<file path="src/rtl/cp_pkg.sv">
// Shared definitions for the CP instruction-fetch path: fetch FSM encoding and
// prefetch buffer sizing.
package cp_pkg;

  typedef enum logic [1:0] {
    ST_IDLE  = 2'd0,
    ST_RUN   = 2'd1,
    ST_DRAIN = 2'd2
  } fetch_state_e;

  localparam int unsigned FETCH_FIFO_DEPTH = 2;
  localparam int unsigned FETCH_FIFO_CNT_W = $clog2(FETCH_FIFO_DEPTH + 1);

endpackage

</file>
<file path="src/rtl/cp_fetch_fifo.sv">
// Two-entry instruction buffer with a flopped head slot, so the decoder-facing
// valid/data/pc come straight from registers. Flush has priority over push/pop.
module cp_fetch_fifo
  import cp_pkg::*;
#(
  parameter int DATA_W = 56,
  parameter int PC_W   = 9
) (
  input  logic                        clk,
  input  logic                        rst_n,
  input  logic                        i_flush,
  input  logic                        i_push,
  input  logic [DATA_W-1:0]           i_push_data,
  input  logic [PC_W-1:0]             i_push_pc,
  input  logic                        i_pop,
  output logic                        o_head_vld,
  output logic [DATA_W-1:0]           o_head_data,
  output logic [PC_W-1:0]             o_head_pc,
  output logic [FETCH_FIFO_CNT_W-1:0] o_count
);

  logic              r_head_vld;
  logic [DATA_W-1:0] r_head_data;
  logic [PC_W-1:0]   r_head_pc;
  logic              r_tail_vld;
  logic [DATA_W-1:0] r_tail_data;
  logic [PC_W-1:0]   r_tail_pc;
  logic              w_pop;

  assign w_pop = i_pop & r_head_vld;

  // The caller never pushes into a full buffer unless it pops in the same cycle.
  always_ff @(posedge clk or negedge rst_n) begin
    // NOTE: data slots are reset too, because the head drives inst_data and
    // that output must read zero while reset is held.
    if (!rst_n) begin
      r_head_vld  <= 1'b0;
      r_head_data <= '0;
      r_head_pc   <= '0;
      r_tail_vld  <= 1'b0;
      r_tail_data <= '0;
      r_tail_pc   <= '0;
    end else if (i_flush) begin
      r_head_vld <= 1'b0;
      r_tail_vld <= 1'b0;
    end else begin
      // NOTE: non-blocking assignments so every slot sees pre-edge values when
      // the head and tail shift in the same cycle.
      case ({i_push, w_pop})
        2'b01: begin
          r_head_vld  <= r_tail_vld;
          r_head_data <= r_tail_data;
          r_head_pc   <= r_tail_pc;
          r_tail_vld  <= 1'b0;
        end
        2'b10: begin
          if (!r_head_vld) begin
            r_head_vld  <= 1'b1;
            r_head_data <= i_push_data;
            r_head_pc   <= i_push_pc;
          end else begin
            r_tail_vld  <= 1'b1;
            r_tail_data <= i_push_data;
            r_tail_pc   <= i_push_pc;
          end
        end
        2'b11: begin
          if (r_tail_vld) begin
            r_head_data <= r_tail_data;
            r_head_pc   <= r_tail_pc;
            r_tail_data <= i_push_data;
            r_tail_pc   <= i_push_pc;
          end else begin
            r_head_data <= i_push_data;
            r_head_pc   <= i_push_pc;
          end
        end
        default: ;
      endcase
    end
  end

  assign o_head_vld  = r_head_vld;
  assign o_head_data = r_head_data;
  assign o_head_pc   = r_head_pc;
  assign o_count     = FETCH_FIFO_CNT_W'(r_head_vld) + FETCH_FIFO_CNT_W'(r_tail_vld);

endmodule

</file>
<file path="src/rtl/cp_inst_fetch.sv">
// CP instruction fetch: walks PC from start_addr to end_addr through a 1-cycle
// synchronous instruction memory and streams words to the decoder.
module cp_inst_fetch
  import cp_pkg::*;
#(
  parameter int CP_I_WIDTH      = 56,
  parameter int IMEM_ADDR_WIDTH = 9
) (
  input  logic                       clock,
  input  logic                       nreset,
  input  logic                       start,
  input  logic [IMEM_ADDR_WIDTH-1:0] start_addr,
  input  logic [IMEM_ADDR_WIDTH-1:0] end_addr,
  input  logic                       abort,
  input  logic                       jump_valid,
  input  logic [IMEM_ADDR_WIDTH-1:0] jump_addr,
  output logic [IMEM_ADDR_WIDTH-1:0] imem_addr_a,
  input  logic [CP_I_WIDTH-1:0]      imem_out_a,
  output logic                       inst_valid,
  input  logic                       inst_ready,
  output logic [CP_I_WIDTH-1:0]      inst_data,
  output logic [IMEM_ADDR_WIDTH-1:0] inst_pc,
  output logic                       busy,
  output logic                       done
);

  fetch_state_e                 r_state;
  fetch_state_e                 w_state_nxt;
  logic [IMEM_ADDR_WIDTH-1:0]   r_pc;
  logic [IMEM_ADDR_WIDTH-1:0]   r_end_addr;
  logic                         r_infl_vld;
  logic [IMEM_ADDR_WIDTH-1:0]   r_infl_pc;

  logic                         w_xfer;
  logic                         w_flush;
  logic                         w_issue;
  logic                         w_load_start;
  logic                         w_load_jump;
  logic                         w_done;
  logic                         w_room;
  logic [FETCH_FIFO_CNT_W-1:0]  w_fifo_cnt;
  logic [FETCH_FIFO_CNT_W:0]    w_outstanding;
  logic [FETCH_FIFO_CNT_W:0]    w_limit;

  assign w_xfer = inst_valid & inst_ready;

  // Buffered + in-flight words, less the one leaving now, must stay below depth.
  assign w_outstanding = {1'b0, w_fifo_cnt} + {{FETCH_FIFO_CNT_W{1'b0}}, r_infl_vld};
  assign w_limit       = (FETCH_FIFO_CNT_W + 1)'(FETCH_FIFO_DEPTH)
                       + {{FETCH_FIFO_CNT_W{1'b0}}, w_xfer};
  assign w_room        = (w_outstanding < w_limit);

  always_ff @(posedge clock or negedge nreset) begin
    if (!nreset) r_state <= ST_IDLE;
    else         r_state <= w_state_nxt;
  end

  always_comb begin
    // NOTE: every output of this block gets a default first so no path through
    // the case statement can leave one unassigned and infer a latch.
    w_state_nxt  = r_state;
    w_issue      = 1'b0;
    w_load_start = 1'b0;
    w_load_jump  = 1'b0;
    w_done       = 1'b0;
    w_flush      = 1'b0;
    if (abort) begin
      w_state_nxt = ST_IDLE;
      w_flush     = 1'b1;
    end else if (jump_valid && (r_state != ST_IDLE)) begin
      w_state_nxt = ST_RUN;
      w_flush     = 1'b1;
      w_load_jump = 1'b1;
    end else begin
      case (r_state)
        ST_IDLE: begin
          if (start) begin
            w_load_start = 1'b1;
            w_state_nxt  = ST_RUN;
          end
        end
        ST_RUN: begin
          if (w_room) begin
            w_issue = 1'b1;
            if (r_pc == r_end_addr) w_state_nxt = ST_DRAIN;
          end
        end
        ST_DRAIN: begin
          if ((w_fifo_cnt == '0) && !r_infl_vld) begin
            w_done      = 1'b1;
            w_state_nxt = ST_IDLE;
          end
        end
        default: w_state_nxt = ST_IDLE;
      endcase
    end
  end

  // A flush never coincides with an issue, so the in-flight tag simply follows it.
  always_ff @(posedge clock or negedge nreset) begin
    if (!nreset) begin
      r_pc       <= '0;
      r_end_addr <= '0;
      r_infl_vld <= 1'b0;
      r_infl_pc  <= '0;
    end else begin
      if (w_load_start)     r_pc <= start_addr;
      else if (w_load_jump) r_pc <= jump_addr;
      else if (w_issue)     r_pc <= r_pc + 1'b1;
      if (w_load_start) r_end_addr <= end_addr;
      r_infl_vld <= w_issue;
      if (w_issue) r_infl_pc <= r_pc;
    end
  end

  cp_fetch_fifo #(
    .DATA_W (CP_I_WIDTH),
    .PC_W   (IMEM_ADDR_WIDTH)
  ) u_fifo (
    .clk         (clock),
    .rst_n       (nreset),
    .i_flush     (w_flush),
    .i_push      (r_infl_vld),
    .i_push_data (imem_out_a),
    .i_push_pc   (r_infl_pc),
    .i_pop       (inst_ready),
    .o_head_vld  (inst_valid),
    .o_head_data (inst_data),
    .o_head_pc   (inst_pc),
    .o_count     (w_fifo_cnt)
  );

  assign imem_addr_a = r_pc;
  assign busy        = (r_state != ST_IDLE);
  assign done        = w_done;

endmodule

</file>
<file path="config.mk">
export PLATFORM = sky130hd
export DESIGN_NAME = cp_inst_fetch
export DESIGN_NICKNAME = d
export VERILOG_FILES = /design/src/rtl/cp_pkg.sv /design/src/rtl/cp_fetch_fifo.sv /design/src/rtl/cp_inst_fetch.sv
export SDC_FILE = /design/constraint.sdc
export NUM_CORES = 1
export LEC_CHECK = 0
export ABC_AREA = 0
export ABC_CLOCK_PERIOD_IN_PS = 3650
export CAP_MARGIN = 20
export CORE_MARGIN = 3
export CORE_UTILIZATION = 50
export DETAILED_ROUTE_END_ITERATION = 6
export GPL_ROUTABILITY_DRIVEN = 0
export GPL_TIMING_DRIVEN = 0
export HOLD_SLACK_MARGIN = 0.05
export PLACE_DENSITY = 0.79
export SYNTH_ARGS = -nofsm -noshare
export SYNTH_HDL_FRONTEND = slang
export SYNTH_SLANG_ARGS = --single-unit
</file>
<file path="constraint.sdc">
create_clock -name clock -period 3.65 [get_ports clock]
set_input_delay 0.73 -clock clock [delete_from_list [all_inputs] [get_ports clock]]
set_output_delay 0.73 -clock clock [all_outputs]
set_load 0.01 [all_outputs]
</file>
# Word level (Yosys, flattened, before mapping)
# Cells that the tools add are included.
dict set report totals {
  n_memories 0
  reg_bits 162
  mem_bits_rw 0
  latchBits 0
  output_inout_bits 77
  mem_bits_ro 0
  wordCells 88
}
dict set report op_classes {
  eq_ne 14
  n_div 0
  order_cmp 1
  bitwise_logic 2
  n_reduce_logical 14
  n_shift 0
  add_sub_neg 4
  multipliers 0
  mux 42
}
# cell count
set ops {}
lappend ops {{2-to-1 mux 56 bit} 4}
lappend ops {{case mux 56 bit (3 select lines)} 1}
lappend ops {{case mux 56 bit (2 select lines)} 1}
lappend ops {{2-to-1 mux 9 bit} 7}
lappend ops {{case mux 9 bit (3 select lines)} 1}
lappend ops {{2-to-1 mux 1 bit} 18}
lappend ops {{case mux 9 bit (2 select lines)} 1}
lappend ops {{!= test 4 bit, second input constant} 4}
lappend ops {{2-to-1 mux 2 bit} 6}
lappend ops {{adder 9 x 1 -> 9 bit, second input constant} 1}
lappend ops {{== test 9 bit} 1}
lappend ops {{nonzero test 3 bit} 3}
lappend ops {{AND reduction 4 bit} 2}
lappend ops {{== test 2 bit, second input constant} 3}
lappend ops {{case mux 2 bit (3 select lines)} 1}
lappend ops {{== test 2 x 1 -> 1 bit, second input constant} 2}
lappend ops {{zero test 2 bit} 2}
lappend ops {{!= test 2 x 1 -> 1 bit, second input constant} 2}
lappend ops {{case mux 1 bit (2 select lines)} 2}
lappend ops {{nonzero test 2 bit} 2}
lappend ops {{adder 2 x 1 -> 3 bit} 1}
lappend ops {{adder 2 x 1 -> 3 bit, first input constant} 1}
lappend ops {{< comparator 3 bit} 1}
lappend ops {{!= test 3 x 1 -> 1 bit, second input constant} 1}
lappend ops {{8 further kinds} 9}

# Longest topological paths before layout
dict set report logic_depth {
  ltp_word 10
  depth_mapped 9
}

# Hierarchy
# From an unflattened synthesis, not the netlist that was laid out.
dict set report unflattened {
  cells_unflattened 626
  area_unflattened_um2 7756.2
}
# mod seq_area_each_um2 area_each_um2 cells_per_inst instances
set by_module_without_submodules {}
lappend by_module_without_submodules {cp_fetch_fifo 3303.2 6067.1 463 1}
lappend by_module_without_submodules {cp_inst_fetch 750.7 1689.1 163 1}

# Worst setup path after synthesis
# OpenSTA, ideal clock, no wires.
dict set report synth_timing {
  path_type {reg-to-reg}
  startpoint {register u_fifo.r_head_vld, in the netlist u_fifo.o_head_vld}
  endpoint {register r_infl_pc[0]}
  arrival_time_ps 2374
  setup_ps 125
  path_stages_with_launch 10
  path_slack_ps 1151
  path_buffers 1
  required_ps 3525
  cell_sequence {dfrtp_1 > inv_1 > ha_1 > ha_1 > ha_1 > nand2b_1 > a21oi_1 > nor4b_1 > buf_4 > mux2_2}
}
dict set report synth_between {
  elab_chain_len 7
}
# item line_no
set synth_lines {}
lappend synth_lines {{start: declaration} cp_fetch_fifo.sv:22} ;# logic r_head_vld;
lappend synth_lines {{start signal: assignment} cp_fetch_fifo.sv:51} ;# r_head_vld <= r_tail_vld;
lappend synth_lines {{adder 1 x 1 -> 2 bit or AND 1 bit (tied branches)} {cp_fetch_fifo.sv:86, cp_inst_fetch.sv:45}}
lappend synth_lines {{adder 2 x 1 -> 3 bit, on equally long branches} {cp_inst_fetch.sv:48, cp_inst_fetch.sv:50}}
lappend synth_lines {{< comparator 3 bit (*)} cp_inst_fetch.sv:51} ;# assign w_room = (w_outstanding < w_limit);
lappend synth_lines {{2-to-1 mux 1 bit (*)} cp_inst_fetch.sv:83} ;# if (w_room) begin
lappend synth_lines {{2-to-1 mux 1 bit (*)} cp_inst_fetch.sv:75} ;# case (r_state)
lappend synth_lines {{2-to-1 mux 1 bit (*)} cp_inst_fetch.sv:70} ;# end else if (jump_valid && (r_state != ST_IDLE)) begin
lappend synth_lines {{2-to-1 mux 1 bit (*)} cp_inst_fetch.sv:67} ;# if (abort) begin
lappend synth_lines {{named net w_issue} cp_inst_fetch.sv:36} ;# logic w_issue;
lappend synth_lines {{end signal: assignment} cp_inst_fetch.sv:112} ;# if (w_issue) r_infl_pc <= r_pc;
lappend synth_lines {{end: declaration} cp_inst_fetch.sv:32} ;# logic [IMEM_ADDR_WIDTH-1:0] r_infl_pc;
# Mark *: on every way through the listed nets, which the timed path passes. The rest lies on a longest branch.
# A chain may end at the register's enable or synchronous reset.

# Worst setup path after layout
dict set report layout_timing {
  startpoint {input jump_valid}
  endpoint {output done}
}
dict set report layout_between {
  elab_chain_len 3
}
# item line_no
set layout_lines {}
lappend layout_lines {{start: declaration} cp_inst_fetch.sv:15} ;# input logic jump_valid,
lappend layout_lines {{logical AND 1 bit} cp_inst_fetch.sv:70}
lappend layout_lines {{2-to-1 mux 1 bit} cp_inst_fetch.sv:70}
lappend layout_lines {{2-to-1 mux 1 bit} cp_inst_fetch.sv:67}
lappend layout_lines {{end: declaration} cp_inst_fetch.sv:24} ;# output logic done
# No other way between the ends.

==> impl_metrics.ini <==
[floorplan]
std_cell_rows = 43
io_pins = 166
dieHeight_um = 126
die-width_um = 126
die_area_sq_um = 15800
coreArea_sq_um = 13900
initial_core_util_pct = 51.3

[clock_tree]
cts_max_level = 4
ctsHoldBuffers = 0
numCtsBuffers = 17
cts_resized = 0
clockRootBuffer = clkbuf_16
clock_path_buffers = 2
cts_tree = built
tritoncts_num_sinks = 162
clock_latency_ps = 420
path_clk_slew_ps = 60
post_cts_buffers = 0

[layout]
drive_above_1_share_pct = 19.3
seqCellArea_sq_um = 4050
multi_input_area_sq_um = 2790
utilization_pct = 69.4
fin_cells = 980
n_antenna_cell = 0
fin_nets = 884
area_growth_syn_to_layout_pct = 35.3
nFillCells = 1016

[timing]
period_minus_slack_ps = 3190
setup_viol = 0
rsz0062_at_grt = false
fin_crit_sh_pct = 87.4
max_slew_margin_pct = 52.1
fmax_mhz = 313
tightestPinTransition_ps = 719
finalClockSkew_ps = 5.00
slew_viol_final = 0
final_hold_viol_count = 0
whs_ps = 342

[global_routing]
gr-usage-all-layers_pct = 23.1
grt_pass1_vias = 5723
grt_overflow = 0
grt_max_degree = 85
grt_pass1_wl_mm = 29.0
antenna_found_initial = 0

[routing]
drc = 0
vias = 5466
dr.pass1.iters = 5
antenna_left = 0
drt-initial-drc-count = 398
wl_per_cell_um = 18.2
drt_wl_total_mm = 17.9
via_per_inst = 5.58

[worst_setup_path]
slowest_delay_ps = 600
path_common_cell = clkdlybuf4s50_1
endpoint_kind = primary output
worst-setup-path-type = in2out
startpoint_type = primary input
worst-path-buf-inv = 2
crit_chain = clkdlybuf4s50_1, o21ai_4, nand2b_2, nor4_1, clkdlybuf4s50_1
worstPathMaxFanout = 6
path_delay_family = buffers and inverters
crit_required_ps = 2920
crit_arrival_ps = 2460
slowest_stage = clkdlybuf4s50_1

[synthesis]
yosysUniqueCellTypes = 43
postSynthAreaPerCell_sq_um = 11.8
synth_warnings = 0
synth_nets = 700
synth_area_sq_um = 7140
ys_ff_latch = 162
synthCells = 603
yosysSeqAreaShare_pct = 56.8

[power_and_ir_drop]
power_mw = 6.41
powerDensity_nw_per_um2 = 663
peakVddDrop_mv = 0.442
leakage_nw = 4.19

[min_path]
hold_path_class = in2async

[placed_design]
dp.cells = 948
dpl.hpwl_mm = 12.4
placement.io_buffers = 164

[status]
status = finished, final reports clean

[run]
cap_viol_max_count = 0
-- flip-flops by register name, summed over array words and instances, names as in the netlist --
signal / count
imem_addr_a: 9
r_end_addr: 9
r_infl_pc: 9
r_infl_vld: 1
r_state: 2
u_fifo.o_head_data: 56
u_fifo.o_head_pc: 9
u_fifo.o_head_vld: 1
u_fifo.r_tail_data: 56
u_fifo.r_tail_pc: 9
u_fifo.r_tail_vld: 1
-- synth_stat cells, drive strengths merged --
master	number	area share, %
nor2	76	4.0
mux2i	2	0.28
a2111oi	1	0.12
mux2	86	14
xnor2	13	1.6
nand3	3	0.21
clkbuf	10	0.53
o21bai	1	0.11
dfrtp	162	57
a21oi	75	5.3
ha	7	1.2
fa	1	0.28
nand4	3	0.26
a211oi	4	0.42
nor4b	2	0.46
a22oi	69	7.3
nand2b	5	0.47
or2	2	0.21
or3	1	0.088
xor2	3	0.37
buf	34	3.2
nor2b	1	0.088
nor3b	1	0.18
a31oi	1	0.088
nor4	2	0.18
inv	9	0.47
nand2	10	0.53
nor3	4	0.28
nand3b	1	0.11
o21ai	9	0.79
o22ai	1	0.088
a211o	4	0.49
-- report_power, final --
part	internal, mW	switching, mW
sequential	2.29	0.341
combinational	1.10	0.802
clock	1.16	0.715
-- metrics by stage --
stage                     area (sq um)  setup TNS [ps]  setup slack [ps]
after floorplan                   7140               0              1150
after global placement            9010         -705030             -4360
after detailed placement          9040               0               457
after CTS                         9670               0               452
after global routing              9670               0               418
final                             9670               0               460
-- worst paths after layout --
path,from,to,slack (ps),cells past startpoint
setup / recovery,jump_valid,done,460,5
hold / removal,nreset,u_fifo.o_head_data[34]$_DFFE_PN0P_,340,1
setup reg to reg,u_fifo.o_head_vld$_DFFE_PN0P_,r_infl_pc[0]$_DFFE_PN0P_,860,9
hold reg to reg,u_fifo.r_tail_data[18]$_DFFE_PN0P_,u_fifo.r_tail_data[18]$_DFFE_PN0P_,490,1
max in group asynchronous,nreset,imem_addr_a[3]$_DFFE_PN0P_,2460,2
min in group clock,u_fifo.r_tail_data[18]$_DFFE_PN0P_,u_fifo.r_tail_data[18]$_DFFE_PN0P_,490,1
-- cell type report --
cell class / instances / share of cell area (%)
well taps: 180 / 2.33
plain buffers: 44 / 2.76
repair buffers: 165 / 17.3
flip-flops and latches: 162 / 41.9
clock buffers: 19 / 4.58
multi-input cells: 388 / 28.9
clock inverters: 13 / 1.90
inverters: 9 / 0.350
-- kinds of logic after synthesis --
kind of cell | after synthesis | share of synthesized area (%)
fa+ha+maj | 8 | 1.51
flops | 162 | 56.8
buf+inv | 53 | 4.20
simple gates | 111 | 7.08
compound gates | 165 | 14.7
xor+xnor | 16 | 1.96
mux | 88 | 13.8
-- cell usage in the layout (no fill, tap or decap), drive strengths merged, types with 5 or more instances in the layout --
cell | Yosys | layout
clkdlybuf4s50 | 0 | 163
dfrtp | 162 | 162
mux2 | 86 | 86
nor2 | 76 | 76
a21oi | 75 | 75
a22oi | 69 | 69
buf | 34 | 36
clkbuf | 10 | 29
xnor2 | 13 | 13
nand2 | 10 | 10
inv | 9 | 10
o21ai | 9 | 9
ha | 7 | 7
nand2b | 5 | 5
clkinv | 0 | 5
-- per-layer routing --
| metal | GRT usage, % | routed length, um | vias up |
|---|---|---|---|
| li1 | - | - | 2527 |
| met1 | 28.9 | 7350 | 2731 |
| met2 | 40.2 | 9270 | 182 |
| met3 | 4.91 | 915 | 26 |
| met4 | 7.27 | 319 | 0 |
| met5 | 0 | 0 | - |
(Power assumes the default switching activity.)
